## src/rtl/jtkicker_dwnld_pkg.sv

```systemverilog
// Shared constants for the Kicker ROM-download remapper: region modes,
// control FSM encoding and the default CHAR-mode XOR.
package jtkicker_dwnld_pkg;

  localparam logic [1:0] MODE_LINEAR = 2'd0;
  localparam logic [1:0] MODE_CHAR   = 2'd1;
  localparam logic [1:0] MODE_OBJ    = 2'd2;
  localparam logic [1:0] MODE_PROM   = 2'd3;

  localparam logic [1:0] ST_IDLE   = 2'd0;
  localparam logic [1:0] ST_ACTIVE = 2'd1;
  localparam logic [1:0] ST_DRAIN  = 2'd2;

  localparam logic [2:0] CHR_XOR_DEF = 3'd1;

endpackage

```

## src/rtl/jtkicker_dwnld_swz.sv

```systemverilog
// Stage-2 address permutation: purely combinational, one mode at a time.
module jtkicker_dwnld_swz
  import jtkicker_dwnld_pkg::*;
#(
  parameter int         AW      = 22,
  parameter logic [2:0] CHR_XOR = CHR_XOR_DEF
) (
  input  logic [1:0]    mode,
  input  logic [AW-1:0] addr_in,
  output logic [AW-1:0] addr_out
);

  // Reorder the low address bits according to the region mode
  always_comb begin
    addr_out = addr_in;
    case (mode)
      MODE_CHAR: begin
        addr_out[0]   = addr_in[3];
        addr_out[3:1] = addr_in[2:0] ^ CHR_XOR;
      end
      MODE_OBJ: begin
        addr_out[0]   = ~addr_in[3];
        addr_out[1]   = ~addr_in[4];
        addr_out[5:2] = {addr_in[5], addr_in[2:0]};
      end
      default: begin
        addr_out = addr_in;
      end
    endcase
  end

endmodule

```

## src/rtl/jtkicker_dwnld_remap.sv

```systemverilog
// Two-stage ROM-download address remapper: region classification, per-region
// bit permutation, PROM write steering, download checksum and completion pulse.
module jtkicker_dwnld_remap
  import jtkicker_dwnld_pkg::*;
#(
  parameter int         NREG    = 4,
  parameter int         AW      = 22,
  parameter logic [2:0] CHR_XOR = CHR_XOR_DEF
) (
  input  logic             clk,
  input  logic             rst_n,
  input  logic             ioctl_rom,
  input  logic             ioctl_wr,
  input  logic [AW-1:0]    ioctl_addr,
  input  logic [7:0]       ioctl_dout,
  input  logic [NREG*AW-1:0] reg_start,
  input  logic [NREG*2-1:0]  reg_mode,
  output logic [AW-1:0]    pre_addr,
  output logic [7:0]       pre_data,
  output logic             pre_wr,
  output logic             prom_we,
  output logic [AW-1:0]    prom_addr,
  output logic [15:0]      cksum,
  output logic             dwn_done
);

  localparam int IW = $clog2(NREG);

  logic            rom_last_r;
  logic            rom_rise_s;
  logic            accept_s;
  logic [1:0]      state_r;

  logic [IW-1:0]   idx_s;
  logic [1:0]      mode_s;

  logic            s1_valid_r;
  logic [AW-1:0]   s1_addr_r;
  logic [7:0]      s1_data_r;
  logic [IW-1:0]   s1_idx_r;
  logic [1:0]      s1_mode_r;

  logic [AW-1:0]   swz_addr_s;
  logic [AW-1:0]   base_s;

  assign rom_rise_s = ioctl_rom & ~rom_last_r;
  // The rising-edge cycle accepts a byte even though the FSM is still IDLE/DRAIN
  assign accept_s   = ioctl_wr & ((state_r == ST_ACTIVE) | rom_rise_s);

  // Region lookup: the highest region whose start is not above the address wins
  always_comb begin
    idx_s  = '0;
    mode_s = MODE_LINEAR;
    for (int i = 0; i < NREG; i++) begin
      if (ioctl_addr >= reg_start[i*AW +: AW]) begin
        idx_s  = IW'(i);
        mode_s = reg_mode[i*2 +: 2];
      end else begin
        idx_s  = idx_s;
        mode_s = mode_s;
      end
    end
  end

  // Start address of the region latched in stage 1, used for PROM offsets
  always_comb begin
    base_s = '0;
    for (int i = 0; i < NREG; i++) begin
      if (s1_idx_r == IW'(i)) begin
        base_s = reg_start[i*AW +: AW];
      end else begin
        base_s = base_s;
      end
    end
  end

  jtkicker_dwnld_swz #(
    .AW      (AW),
    .CHR_XOR (CHR_XOR)
  ) u_swz (
    .mode     (s1_mode_r),
    .addr_in  (s1_addr_r),
    .addr_out (swz_addr_s)
  );

  // Stage 1: capture accepted bytes with their region classification
  always_ff @(posedge clk or negedge rst_n) begin
    if (!rst_n) begin
      rom_last_r <= 1'b0;
      s1_valid_r <= 1'b0;
      s1_addr_r  <= '0;
      s1_data_r  <= 8'd0;
      s1_idx_r   <= '0;
      s1_mode_r  <= MODE_LINEAR;
    end else begin
      rom_last_r <= ioctl_rom;
      s1_valid_r <= accept_s;
      if (accept_s) begin
        s1_addr_r <= ioctl_addr;
        s1_data_r <= ioctl_dout;
        s1_idx_r  <= idx_s;
        s1_mode_r <= mode_s;
      end
    end
  end

  // Stage 2: steer the byte to the SDRAM path or the PROM path; outputs hold between strobes
  always_ff @(posedge clk or negedge rst_n) begin
    if (!rst_n) begin
      pre_wr    <= 1'b0;
      prom_we   <= 1'b0;
      pre_addr  <= '0;
      pre_data  <= 8'd0;
      prom_addr <= '0;
    end else begin
      pre_wr  <= s1_valid_r & (s1_mode_r != MODE_PROM);
      prom_we <= s1_valid_r & (s1_mode_r == MODE_PROM);
      if (s1_valid_r) begin
        pre_data <= s1_data_r;
        if (s1_mode_r == MODE_PROM) begin
          prom_addr <= s1_addr_r - base_s;
        end else begin
          pre_addr <= swz_addr_s;
        end
      end
    end
  end

  // Running byte sum, restarted by every new download
  always_ff @(posedge clk or negedge rst_n) begin
    if (!rst_n) begin
      cksum <= 16'd0;
    end else if (rom_rise_s) begin
      cksum <= accept_s ? {8'd0, ioctl_dout} : 16'd0;
    end else if (accept_s) begin
      cksum <= cksum + {8'd0, ioctl_dout};
    end
  end

  // Download control: the done pulse is issued once stage 1 holds nothing and
  // nothing new enters, so it lands the cycle after the last write strobe
  always_ff @(posedge clk or negedge rst_n) begin
    if (!rst_n) begin
      state_r  <= ST_IDLE;
      dwn_done <= 1'b0;
    end else begin
      dwn_done <= 1'b0;
      case (state_r)
        ST_IDLE: begin
          if (rom_rise_s) state_r <= ST_ACTIVE;
        end
        ST_ACTIVE: begin
          if (!ioctl_rom) state_r <= ST_DRAIN;
        end
        ST_DRAIN: begin
          if (rom_rise_s) begin
            state_r <= ST_ACTIVE;
          end else if (!s1_valid_r && !accept_s) begin
            state_r  <= ST_IDLE;
            dwn_done <= 1'b1;
          end
        end
        default: begin
          state_r <= ST_IDLE;
        end
      endcase
    end
  end

endmodule

```

## config.mk

```make
export PLATFORM = sky130hd
export DESIGN_NAME = jtkicker_dwnld_remap
export DESIGN_NICKNAME = d
export VERILOG_FILES = /design/src/rtl/jtkicker_dwnld_pkg.sv /design/src/rtl/jtkicker_dwnld_swz.sv /design/src/rtl/jtkicker_dwnld_remap.sv
export SDC_FILE = /design/constraint.sdc
export NUM_CORES = 1
export LEC_CHECK = 0
export BUFFER_PORTS_ARGS = -buffer_cell sky130_fd_sc_hd__buf_4
export CORE_ASPECT_RATIO = 0.6
export CORE_MARGIN = 2
export CORE_UTILIZATION = 33
export DETAILED_ROUTE_END_ITERATION = 7
export PLACE_DENSITY = 0.54
export SLEW_MARGIN = 40
export SYNTH_ARGS = -nofsm -noshare
export SYNTH_HDL_FRONTEND = slang
export SYNTH_HIERARCHICAL = 1
export SYNTH_SLANG_ARGS = --single-unit
export TNS_END_PERCENT = 10
```

## constraint.sdc

```tcl
create_clock -name clk -period 5.8 [get_ports clk]
set_input_delay 0.87 -clock clk [delete_from_list [all_inputs] [get_ports clk]]
set_output_delay 0.87 -clock clk [all_outputs]
set_load 0.05 [all_outputs]
```

After elaboration in Yosys (flattened, before gate mapping):

Cells that the tools add are included.

* add/subtract/negate cells: 2
* reduce and logical (&&, ||, !) cells: 9
* multiplexer cells: 24
* order comparisons: 4
* bitwise operators: 10
* eq/ne operators: 12

Operators by type and width (number)
* >= comparator 22 bit: 4
* 2-to-1 mux 22 bit: 4
* 2-to-1 mux 16 bit: 2
* subtractor 22 bit: 1
* 2-to-1 mux 2 bit: 10
* adder 16 x 8 -> 16 bit: 1
* equality test 2 bit, second input constant: 5
* 2-to-1 mux 8 bit: 1
* one-hot mux 4 bit (2 select lines): 1
* equality test 2 x 1 -> 1 bit, second input constant: 3
* inequality test 2 bit, second input constant: 3
* one-hot mux 2 bit (3 select lines): 1
* 2-to-1 mux 1 bit: 5
* inverter 1 bit: 5
* AND 1 bit: 4
* zero test 2 bit: 2
* AND reduction 2 bit: 2
* inequality test 3 bit, second input constant: 1
* AND reduction 3 bit: 1
* zero test 1 bit: 2
* nonzero test 2 bit: 1
* logical AND 1 bit: 1
* bitwise OR 1 bit: 1

* output and inout port bits: 71
* input bits: 130
* register bits after elaboration: 109
* logic and storage cells: 75

Logic depth before layout (Yosys ltp):

Gate-level depths: netlist of run 1.

* word-level depth: 9
* mapped depth: 15
* depth with buffers taken out: 12

Hierarchy:

The synthesis of run 1 kept the hierarchy.

Modules (own cells, without submodules)
* jtkicker_dwnld_remap: sequential area each 2727.6 µm², instances 1, area each 8262.9 µm², cells an instance 909
* jtkicker_dwnld_swz: sequential area each 0.0 µm², instances 1, area each 275.3 µm², cells an instance 37

Least setup slack after synthesis of run 1:

No wires, ideal clock.

* path kind: register to register
* start point: register s1_idx_r[1]
* end point: register prom_addr[20]
* period minus slack after synthesis: 3.687 ns
* cell stages (with the launch flop): 16
* path buffers: 3
* setup time: 0.130 ns
* setup slack: 2.113 ns
* data required time: 5.670 ns
* arrival time: 3.557 ns
* cell sequence: dfrtp_1 clkbuf_1 buf_1 clkbuf_1 mux4_2 ha_1 inv_1 fa_1 a211oi_1 o21ba_2 o2bb2ai_1 o31a_1 o311ai_1 a31oi_1 xor2_1 o21ai_1

* cells in the longest elaborated chain, start to end: 6

RTL lines
* start: declaration: RTL line jtkicker_dwnld_remap.sv:40 `logic [IW-1:0] s1_idx_r;`
* start signal: assignment: RTL line jtkicker_dwnld_remap.sv:101 `s1_idx_r <= idx_s;`
* zero test 2 bit: RTL line jtkicker_dwnld_remap.sv:69 `if (s1_idx_r == IW'(i)) begin`
* 2-to-1 mux 22 bit (3 in a row): RTL line jtkicker_dwnld_remap.sv:69
* 2-to-1 mux 22 bit (*): RTL line jtkicker_dwnld_remap.sv:69
* subtractor 22 bit (*): RTL line jtkicker_dwnld_remap.sv:121 `prom_addr <= s1_addr_r - base_s;`
* end signal: assignment: RTL line jtkicker_dwnld_remap.sv:121
* end: declaration: RTL line jtkicker_dwnld_remap.sv:22 `output logic [AW-1:0] prom_addr,`

Every way passes the cells marked *; elsewhere a longest branch is shown, timed or not.
A chain may end at the register's enable or synchronous reset.

Worst setup path after layout of run 1:

* start point: register s1_idx_r[0]
* end point: register prom_addr[20]

Same word-level chain as after synthesis.

==> flow_metrics.py, run 1 <==
metrics = {
    "floorplan": {
        "chipHeight_microns": 128.6,
        "die-area_sq_um": 27220,
        "die_x_microns": 211.7,
        "core_sq_um": 25340,
        "core.rowCount": 45,
        "start_util": 0.3370,
        "ios": 201,
    },
    "logic_synthesis": {
        "ys_seq_area_frac": 0.3195,
        "synthTopCellsByArea": "dfrtp_1, ha_1, nand2_1",
        "synth_common_cells": "nand2_1, inv_1, ha_1",
        "yosys_register_bits": 109,
        "yosys_most_used_dff": "dfrtp_1",
        "synthCells": 946,
        "syn_area_sq_um": 8538,
        "synth_edf_count": 0,
        "synth_nets": 1199,
        "synth_top_cell_by_area": "dfrtp_1",
        "syn_area_per_cell_sq_um": 9.026,
        "synth_warnings": 6,
        "ys_types": 58,
        "async_flop_share": 1.000,
        "synth_top_area_frac": 0.3195,
        "synth_most_common_cell": "nand2_1",
    },
    "place": {
        "gp_congestion": 0.8712,
        "port-buffer-count": 200,
        "place_inst": 1438,
        "hpwl_microns": 22120,
    },
    "drt": {
        "via_count": 7357,
        "via_per_inst": 5.060,
        "drc": 0,
        "drt-total-wl_microns": 26950,
        "postRouteAntennaNets": 0,
        "wl_per_cell_microns": 18.54,
        "dr.pass1.iters": 5,
        "drtIter0Drc": 426,
    },
    "clocking": {
        "cts_buffer_depth": 2,
        "cts_buffers": 9,
        "cts.sinks": 109,
        "cts-hold-fix-buffers": 0,
        "cts_root_buf": "clkbuf_16",
        "clock_latency_ns": 0.36,
        "ctsResizeCount": 0,
        "htreeDepth": 3,
        "clk_pin_slew_ns": 0.08,
        "post_cts_buffers": 0,
        "cts_tree": "yes",
    },
    "flow_run": {
        "drv_cap": 0,
    },
    "global_routing": {
        "track_usage": 0.2044,
        "grt_pass1_wl_microns": 42450,
        "grt_max_degree": 58,
        "grt_pass1_vias": 7214,
        "grt-ovfl-total": 0,
        "grt_antenna_before_repair": 0,
    },
    "setup_path": {
        "cp.required_ns": 6.03,
        "criticalPathCategory": "flip-flop to flip-flop",
        "crit_path_start_kind": "flip-flop",
        "r2r-start": "s1_idx_r[0]",
        "reg2reg_to": "prom_addr[20]",
        "r2r_slack_ns": 2.23,
        "crit_arrival_ns": 3.80,
        "r2r_cells": 12,
        "worstPathMaxFanout": 14,
        "slowest_delay_ns": 0.71,
        "cp_slowest_cell": "dfrtp_1",
        "path_cells": "buf_4 > mux4_2 > inv_1 > ha_1 > a21oi_1 > nor2_1 > a211oi_1 > o31a_1 > o311ai_1 > a31oi_1 > xor2_1 > o21ai_1",
        "critPathCaptureType": "flip-flop",
    },
    "min_path": {
        "holdPathStages": 2,
        "hold_end": "s1_data_r[7]",
        "hold_start": "s1_data_r[7]",
        "hp-class": "flip-flop to flip-flop",
    },
    "finish": {
        "drive_gt1_frac": 0.2551,
        "n_fill_cell": 2591,
        "layout.cells.non_filler": 1454,
        "diodes": 0,
        "area_growth_pct": 24.30,
        "nets": 1373,
    },
    "sta": {
        "max_freq_mhz": 280.0,
        "maxSlewViolCount": 0,
        "timing.final.crit_share": 0.6158,
        "holdWs_ns": 0.4763,
        "hold_viol": 0,
        "fin_crit_ns": 3.572,
        "finalSetupViolCount": 0,
        "skew_ns": 0.01184,
        "maxSlewHeadroom": 0.5081,
        "rsz0062_at_grt": "false",
        "finalSetupTns_ns": 0,
        "worst_pin_slew_ns": 0.7379,
    },
    "power_and_ir_drop": {
        "ir_worst_vdd_uv": 175.8,
        "p_sw_w": 0.002060,
        "p_int_w": 0.002205,
        "leakage_nw": 5.586,
        "pwr-share-comb": 0.565,
        "seqPwrFrac": 0.278,
        "clockPowerShare": 0.156,
        "powerDensity_nw_per_um2": 401.8,
        "p_sw_frac": 0.4830,
    },
    "outcome": {
        "outcome": "finished, final reports clean",
    },
}
## metal layers
metal	GRT usage	vias up	part of all wire
met1	0.3431	3535	0.57
met2	0.2723	191	0.37
met3	0.03051	11	0.051
met4	0.02610	0	0.0053
met5	0	-	0
li1	-	3620	-
## cell usage in the layout, fill, tap and decap left out, types with 4 or more instances in the layout
cell type,instances
a211oi_1,5
buf_4,206
nor2b_1,11
a211o_1,4
xnor2_1,9
dfrtp_1,109
a31oi_1,11
a21o_1,19
nand2b_1,14
o211ai_1,5
and3_1,5
mux2_2,31
nand2_1,142
a21oi_1,55
nor2_1,30
nor3_1,13
ha_1,121
nand4_1,12
o21ai_0,49
nand3_1,19
or3_1,5
o31ai_1,5
inv_1,126
clkbuf_16,9
xor2_1,15
o21a_1,11
mux4_2,22
a2111o_1,4
o21ai_1,5
## power groups by stage
stage | clock network, W | registers [W] | logic, W
floorplan | 0 | 0.00179 | 0.00101
global placement | 0 | 0.00120 | 0.00240
detailed placement | 0 | 0.00121 | 0.00241
CTS | 0.000691 | 0.00119 | 0.00242
global route | 0.000719 | 0.00123 | 0.00262
finish | 0.000667 | 0.00119 | 0.00241
## kinds of logic after synthesis
logic type      synth area share
simple gates              0.1394
mux                       0.1001
flops                     0.3195
xor+xnor                 0.02462
fa+ha+maj                 0.1820
compound gates            0.1517
buf+inv                  0.08279
## metrics by stage
stage / power (W) / cell area, sq um / setup WS (ns) / utilization
final: 0.004264 / 10610 / 2.228 / 0.4189
after global routing: 0.004560 / 10610 / 1.895 / 0.4189
after CTS: 0.004303 / 10610 / 2.198 / 0.4187
after detailed placement: 0.003619 / 10300 / 2.109 / 0.4064
after global placement: 0.003598 / 10290 / 2.131 / 0.4061
after floorplan: 0.002807 / 8538 / 2.113 / -
## area by class of cell
class,count,area (sq um),share of cell area
Clock buffer,9,225.2,0.02122
Inverter,127,476.7,0.04492
Multi-Input combinational cell,666,5126,0.4830
Clock inverter,7,87.58,0.008253
Tap cell,329,411.6,0.03879
Sequential cell,109,2728,0.2570
Timing Repair Buffer,207,1558,0.1468
## critical path: cells and delay by family, from the launching register on
family | cells | cell delay (ns)
AOI/OAI and AO/OA | 6 | 1.13
xor gates and xnor gates | 1 | 0.16
adders and majority gates | 1 | 0.31
buffers and inverters | 2 | 0.51
DFF | 1 | 0.71
muxes | 1 | 0.54
and+or+nand+nor | 1 | 0.07
## sequential cells by signal (all words and copies together), names as in the netlist
| name | flops |
|---|---|
| pre_addr | 22 |
| s1_idx_r | 2 |
| state_r | 2 |
| pre_wr | 1 |
| prom_addr | 22 |
| prom_we | 1 |
| dwn_done | 1 |
| s1_data_r | 8 |
| s1_valid_r | 1 |
| s1_addr_r | 22 |
| pre_data | 8 |
| rom_last_r | 1 |
| s1_mode_r | 2 |
| cksum | 16 |
## worst max path at each step
| stage | from | end |
|---|---|---|
| after floorplan | s1_idx_r[1] | prom_addr[20] |
| after global placement | reg_start[24] | prom_addr[21] |
| after detailed placement | reg_start[66] | prom_addr[20] |
| after CTS | s1_idx_r[0] | prom_addr[20] |
| after global routing | s1_idx_r[0] | prom_addr[16] |
| final | s1_idx_r[0] | prom_addr[20] |
No activity file was read; power rests on OpenSTA's default activity.
==> inputs of run 2 (changes only) <==
==> constraint.sdc (replaced) <==
create_clock -name clk -period 3.71 [get_ports clk]
set_input_delay 0.5565 -clock clk [delete_from_list [all_inputs] [get_ports clk]]
set_output_delay 0.5565 -clock clk [all_outputs]
set_load 0.05 [all_outputs]
==> run 2 against run 1 <==
Sequential share of layout area shrank 0.054 points. Clock-buffer cell count rose by 1. Via count is 0.12% lower. Clock skew fell by 0.0045 ns. Combinational power rose by 57%. Final area increased by 0.21%. Register-to-register slack worse by 1.9 ns. Non-clock buffer count increased by 5. Maximum frequency increased by 5.9%. Critical endpoint is now prom_addr[21].
==> flow_metrics.py, run 2 (synthesis gave the netlist of run 1 again) <==
metrics = {
    "outcome": {
        "outcome": "finished, final reports clean",
    },
    "sta": {
        "maxSlewViolCount": 0,
        "fin_crit_ns": 3.373,
        "maxSlewHeadroom": 0.5131,
        "rsz0062_at_grt": "false",
        "timing.final.crit_share": 0.9091,
        "worst_pin_slew_ns": 0.7304,
        "finalSetupViolCount": 0,
        "max_freq_mhz": 296.5,
        "holdWs_ns": 0.2537,
        "finalSetupTns_ns": 0,
        "skew_ns": 0.007327,
        "hold_viol": 0,
    },
    "finish": {
        "layout_common_cells": "buf_4, nand2_1, inv_1",
        "fin_area_sq_um": 10640,
        "reg_top3": "pre_addr: 22 flops, prom_addr: 22 flops, s1_addr_r: 22 flops",
        "area_growth_pct": 24.56,
        "diodes": 0,
        "nets": 1378,
        "layout.cells.non_filler": 1458,
        "drive_gt1_frac": 0.2560,
        "final_common_cell": "buf_4",
    },
    "setup_path": {
        "reg2reg_to": "prom_addr[21]",
        "crit_arrival_ns": 3.64,
        "r2r_cells": 11,
        "r2r_slack_ns": 0.34,
        "critPathCaptureType": "flip-flop",
        "critical_path.endpoint": "prom_addr[21]",
        "worstPathMaxFanout": 9,
        "crit_path_start_kind": "flip-flop",
        "critPathLaunch": "s1_idx_r[1]",
        "cp.required_ns": 3.98,
        "r2r-start": "s1_idx_r[1]",
        "criticalPathCategory": "flip-flop to flip-flop",
    },
    "floorplan": {
        "core.rowCount": 45,
        "die_x_microns": 211.7,
        "start_util": 0.3370,
        "die-area_sq_um": 27220,
        "ios": 201,
        "core_sq_um": 25340,
        "chipHeight_microns": 128.6,
    },
    "place": {
        "hpwl_microns": 22330,
        "port-buffer-count": 200,
        "gp_congestion": 0.8685,
        "place_area_sq_um": 10350,
        "place_inst": 1443,
    },
    "global_routing": {
        "grt-ovfl-total": 0,
        "track_usage": 0.2040,
        "grt_antenna_before_repair": 0,
        "grt_pass1_wl_microns": 42370,
        "grt_pass1_vias": 7131,
        "grt_max_degree": 58,
    },
    "min_path": {
        "hp-class": "primary input to async pin",
    },
    "clocking": {
        "cts_root_buf": "clkbuf_16",
        "cts_tree": "yes",
        "clock_latency_ns": 0.36,
        "clk_pin_slew_ns": 0.08,
        "post_cts_buffers": 0,
        "cts.sinks": 109,
        "ctsResizeCount": 0,
        "cts_buffers": 9,
        "htreeDepth": 3,
        "cts-hold-fix-buffers": 0,
        "cts_buffer_depth": 2,
    },
    "drt": {
        "dr.pass1.iters": 4,
        "drt-total-wl_microns": 27080,
        "postRouteAntennaNets": 0,
        "drtIter0Drc": 493,
        "wl_per_cell_microns": 18.57,
        "via_count": 7348,
        "drc": 0,
        "via_per_inst": 5.040,
    },
    "power_and_ir_drop": {
        "ir_worst_vdd_uv": 280.9,
        "power_w": 0.006583,
        "powerDensity_nw_per_um2": 619.0,
        "leakage_nw": 5.599,
    },
    "flow_run": {
        "drv_cap": 0,
    },
}
[run 2: layer usage]
metal / vias to the layer above / routed length, microns / GRT usage
met2: 200 / 9942 / 0.2666
met4: 0 / 197 / 0.03273
met5: - / 0 / 0
met1: 3482 / 15420 / 0.3419
li1: 3655 / - / -
met3: 11 / 1526 / 0.03417
[run 2: worst max-delay path, cell delays in order, from the launching register on]
cell	delay, ns
dfrtp_1	0.66
mux4_2	0.58
inv_1	0.08
ha_1	0.22
o21ai_0	0.12
a21oi_1	0.32
o21ai_1	0.18
or3_1	0.39
a21oi_2	0.16
nor3_1	0.08
or3_1	0.34
o211ai_1	0.17
[run 2: final cells by class]
cell class                      count  area (sq um)
Clock buffer                       10         239.0
Clock inverter                      5         45.04
Fill cell                        2561         14700
Inverter                          127         476.7
Multi-Input combinational cell    666          5119
Sequential cell                   109          2728
Tap cell                          329         411.6
Timing Repair Buffer              212          1617
[run 2: how the worst min path moves through the flow]
| stage | startpoint | slack [ns] | endpoint |
|---|---|---|---|
| after floorplan | rst_n | 0.26 | cksum[0] |
| final | rst_n | 0.25 | cksum[1] |
| after global placement | s1_data_r[2] | 0.46 | s1_data_r[2] |
| after detailed placement | s1_data_r[4] | 0.46 | s1_data_r[4] |
| after global routing | rst_n | 0.30 | cksum[1] |
| after CTS | rst_n | 0.27 | cksum[1] |
[run 2: where the power goes]
group	switching [W]	internal, W
combinational	0.00242	0.00136
sequential	0.000294	0.00156
clock	0.000474	0.000480
[run 2: stage by stage]
step / util / setup slack (ns)
2_1_floorplan: - / 0.02324
3_3_place_gp: 0.4085 / 0.4109
3_5_place_dp: 0.4085 / 0.3709
4_1_cts: 0.4198 / 0.3796
5_1_grt: 0.4198 / 0.06336
6_report: 0.4198 / 0.3372
==> inputs of run 3 (changes only) <==
--- a/config.mk
+++ b/config.mk
@@ -5,6 +5,7 @@
 export SDC_FILE = /design/constraint.sdc
 export NUM_CORES = 1
 export LEC_CHECK = 0
+export ABC_AREA = 1
 export BUFFER_PORTS_ARGS = -buffer_cell sky130_fd_sc_hd__buf_4
 export CORE_ASPECT_RATIO = 0.6
 export CORE_MARGIN = 2
==> run 3 against run 2 <==
Hold slack worse by 0.067 ns. Area after synthesis up 7.4%. Synthesized cell count up 41%. Sequential share of layout area down 1.5 points. Sequential power up 17%. Combinational power up 71%. Final area up 6.2%. Die area up 7.2%. Highest routed layer is now met5.
==> flow_metrics.py, run 3 <==
metrics = {
    "setup_path": {
        "crit_top_cell": "nand2_1",
        "crit_arrival_ns": 3.64,
        "critPathCaptureType": "flip-flop",
        "worstPathMaxFanout": 20,
        "criticalPathCategory": "flip-flop to flip-flop",
        "cp.required_ns": 3.97,
        "crit_path_start_kind": "flip-flop",
        "path_cells": "nor2_1 > inv_1 > o22ai_1 > o21ai_0 > ha_1 > inv_1 > fa_1 > nand3_1 > nand2_1 > nand2_1 > nand2_1 > nand3_1 > nand2_1 > or2_2 > nand3_1 > nand2_1",
        "cp_slowest_cell": "inv_1",
        "slowest_delay_ns": 0.50,
    },
    "floorplan": {
        "die-area_sq_um": 29180,
        "ios": 201,
        "core.rowCount": 47,
        "core_sq_um": 27460,
        "start_util": 0.3339,
        "chipHeight_microns": 133.1,
        "die_x_microns": 219.2,
    },
    "sta": {
        "finalSetupTns_ns": 0,
        "maxSlewHeadroom": 0.4937,
        "skew_ns": 0.009512,
        "maxSlewViolCount": 0,
        "timing.final.crit_share": 0.9121,
        "rsz0062_at_grt": "false",
        "worst_pin_slew_ns": 0.7567,
        "max_freq_mhz": 295.5,
        "fin_crit_ns": 3.384,
        "hold_viol": 0,
        "finalSetupViolCount": 0,
    },
    "place": {
        "gp_congestion": 0.9139,
        "port-buffer-count": 200,
        "place_inst": 1871,
        "hpwl_microns": 26830,
        "place_area_sq_um": 11010,
    },
    "clocking": {
        "cts_tree": "yes",
        "clock_latency_ns": 0.37,
        "cts_buffers": 9,
        "cts_buffer_depth": 2,
        "post_cts_buffers": 0,
        "htreeDepth": 3,
        "ctsResizeCount": 0,
        "cts-hold-fix-buffers": 0,
        "clk_pin_slew_ns": 0.08,
        "cts_root_buf": "clkbuf_16",
        "cts.sinks": 109,
    },
    "finish": {
        "drive_gt1_frac": 0.1691,
        "area_growth_pct": 23.13,
        "diodes": 0,
        "multiInputGateArea_sq_um": 5504,
        "nets": 1768,
        "reg_top3": "pre_addr: 22 flops, prom_addr: 22 flops, s1_addr_r: 22 flops",
        "fin_area_sq_um": 11290,
        "seq_area_sq_um": 2728,
        "n_fill_cell": 2877,
        "layout.cells.non_filler": 1887,
        "final_common_cell": "nand2_1",
        "layout_common_cells": "nand2_1, buf_4, inv_1",
    },
    "global_routing": {
        "grt_pass1_vias": 8704,
        "grt_antenna_before_repair": 0,
        "grt_pass1_wl_microns": 50690,
        "grt_max_degree": 67,
        "grt-ovfl-total": 0,
        "track_usage": 0.2276,
    },
    "logic_synthesis": {
        "ys_types": 44,
        "syn_area_per_cell_sq_um": 6.878,
        "ys_seq_area_frac": 0.2975,
        "synth_common_cells": "nand2_1, inv_1, ha_1",
        "synth_edf_count": 0,
        "yosys_register_bits": 109,
        "synthCells": 1333,
        "syn_area_sq_um": 9169,
        "synth_most_common_cell": "nand2_1",
        "yosys_most_used_dff": "dfrtp_1",
        "synth_top_area_frac": 0.2975,
        "synth_nets": 1586,
        "async_flop_share": 1.000,
        "synth_warnings": 6,
        "synthTopCellsByArea": "dfrtp_1, nand2_1, ha_1",
        "synth_top_cell_by_area": "dfrtp_1",
    },
    "drt": {
        "drt-total-wl_microns": 32290,
        "via_count": 9191,
        "drc": 0,
        "dr.pass1.iters": 5,
        "via_per_inst": 4.871,
        "wl_per_cell_microns": 17.11,
        "drtIter0Drc": 689,
        "postRouteAntennaNets": 0,
    },
    "power_and_ir_drop": {
        "leakage_nw": 6.355,
        "powerDensity_nw_per_um2": 847.2,
        "ir_worst_vdd_uv": 406.1,
        "power_w": 0.009564,
    },
    "outcome": {
        "outcome": "finished, final reports clean",
    },
    "min_path": {
        "hp-class": "primary input to async pin",
    },
    "flow_run": {
        "drv_cap": 0,
    },
}
## run 3: cell types whose count changed in the layout (fill, tap and decap cells not counted), sizes merged, moves of 30 or more
| cell | before | now |
|---|---|---|
| nand2 | 142 | 474 |
| nor2 | 30 | 94 |
| inv | 128 | 188 |
| mux2 | 31 | 0 |
| nand3 | 19 | 49 |
| o22ai | 1 | 31 |
## run 3: report_power, final
part	leakage [nW]	switching, W	internal, W
registers	1.37	0.000462	0.00170
clock network	0.142	0.000492	0.000467
logic	4.85	0.00433	0.00212
## run 3: critical path: cells and delay by family (launching register included)
family                     cells  cell delay, ns
buffers and inverters          2            0.61
DFF                            1            0.45
and+or+nand+nor               10            1.11
AOI/OAI and AO/OA              2            0.40
adders and majority gates      2            0.69
## run 3: per-stage QoR
| step | hold slack, ns | utilization | setup WS [ns] |
|---|---|---|---|
| 2_1_floorplan | 0.2609 | - | 1.112 |
| 4_1_cts | 0.1926 | 0.4111 | 0.3804 |
| 6_report | 0.1870 | 0.4111 | 0.3263 |
| 5_1_grt | 0.2209 | 0.4111 | 0.1300 |
| 3_3_place_gp | 0.4550 | 0.4008 | 0.4937 |
| 3_5_place_dp | 0.4611 | 0.4008 | 0.3838 |
## run 3: kinds of logic after synthesis
family | share of synthesized area
xor+xnor | 0.01528
flops | 0.2975
fa+ha+maj | 0.1695
buf+inv | 0.1022
simple gates | 0.2879
compound gates | 0.1276
## run 3: routing by layer
metal  up-vias  wire length, microns  GRT usage  part of all wire
met1      4212                 17530     0.3718              0.54
met4         2                   167    0.03041            0.0052
li1       4655                     -          -                 -
met2       306                 11930     0.2947              0.37
met3        16                  2605    0.05822             0.081
met5         -                    65    0.02000            0.0020
## run 3: final timing paths
check                      slack, ns             to        start  cells after the start
min in group clk                0.32     rom_last_r    ioctl_rom                      1
min                             0.19    pre_addr[7]        rst_n                      1
max reg2reg                     0.33  prom_addr[14]  s1_idx_r[1]                     16
min reg2reg                     0.47    pre_data[4]  pre_data[4]                      2
max                             0.33  prom_addr[14]  s1_idx_r[1]                     16
max in group asynchronous       2.72       cksum[6]        rst_n                      2
## run 3: layout make-up
cell class	count	share of cell area
Multi-Input combinational cell	995	0.4875
Sequential cell	109	0.2416
Timing Repair Buffer	214	0.1434
Inverter	186	0.06184
Tap cell	367	0.04067
Clock buffer	9	0.01995
Clock inverter	7	0.004987
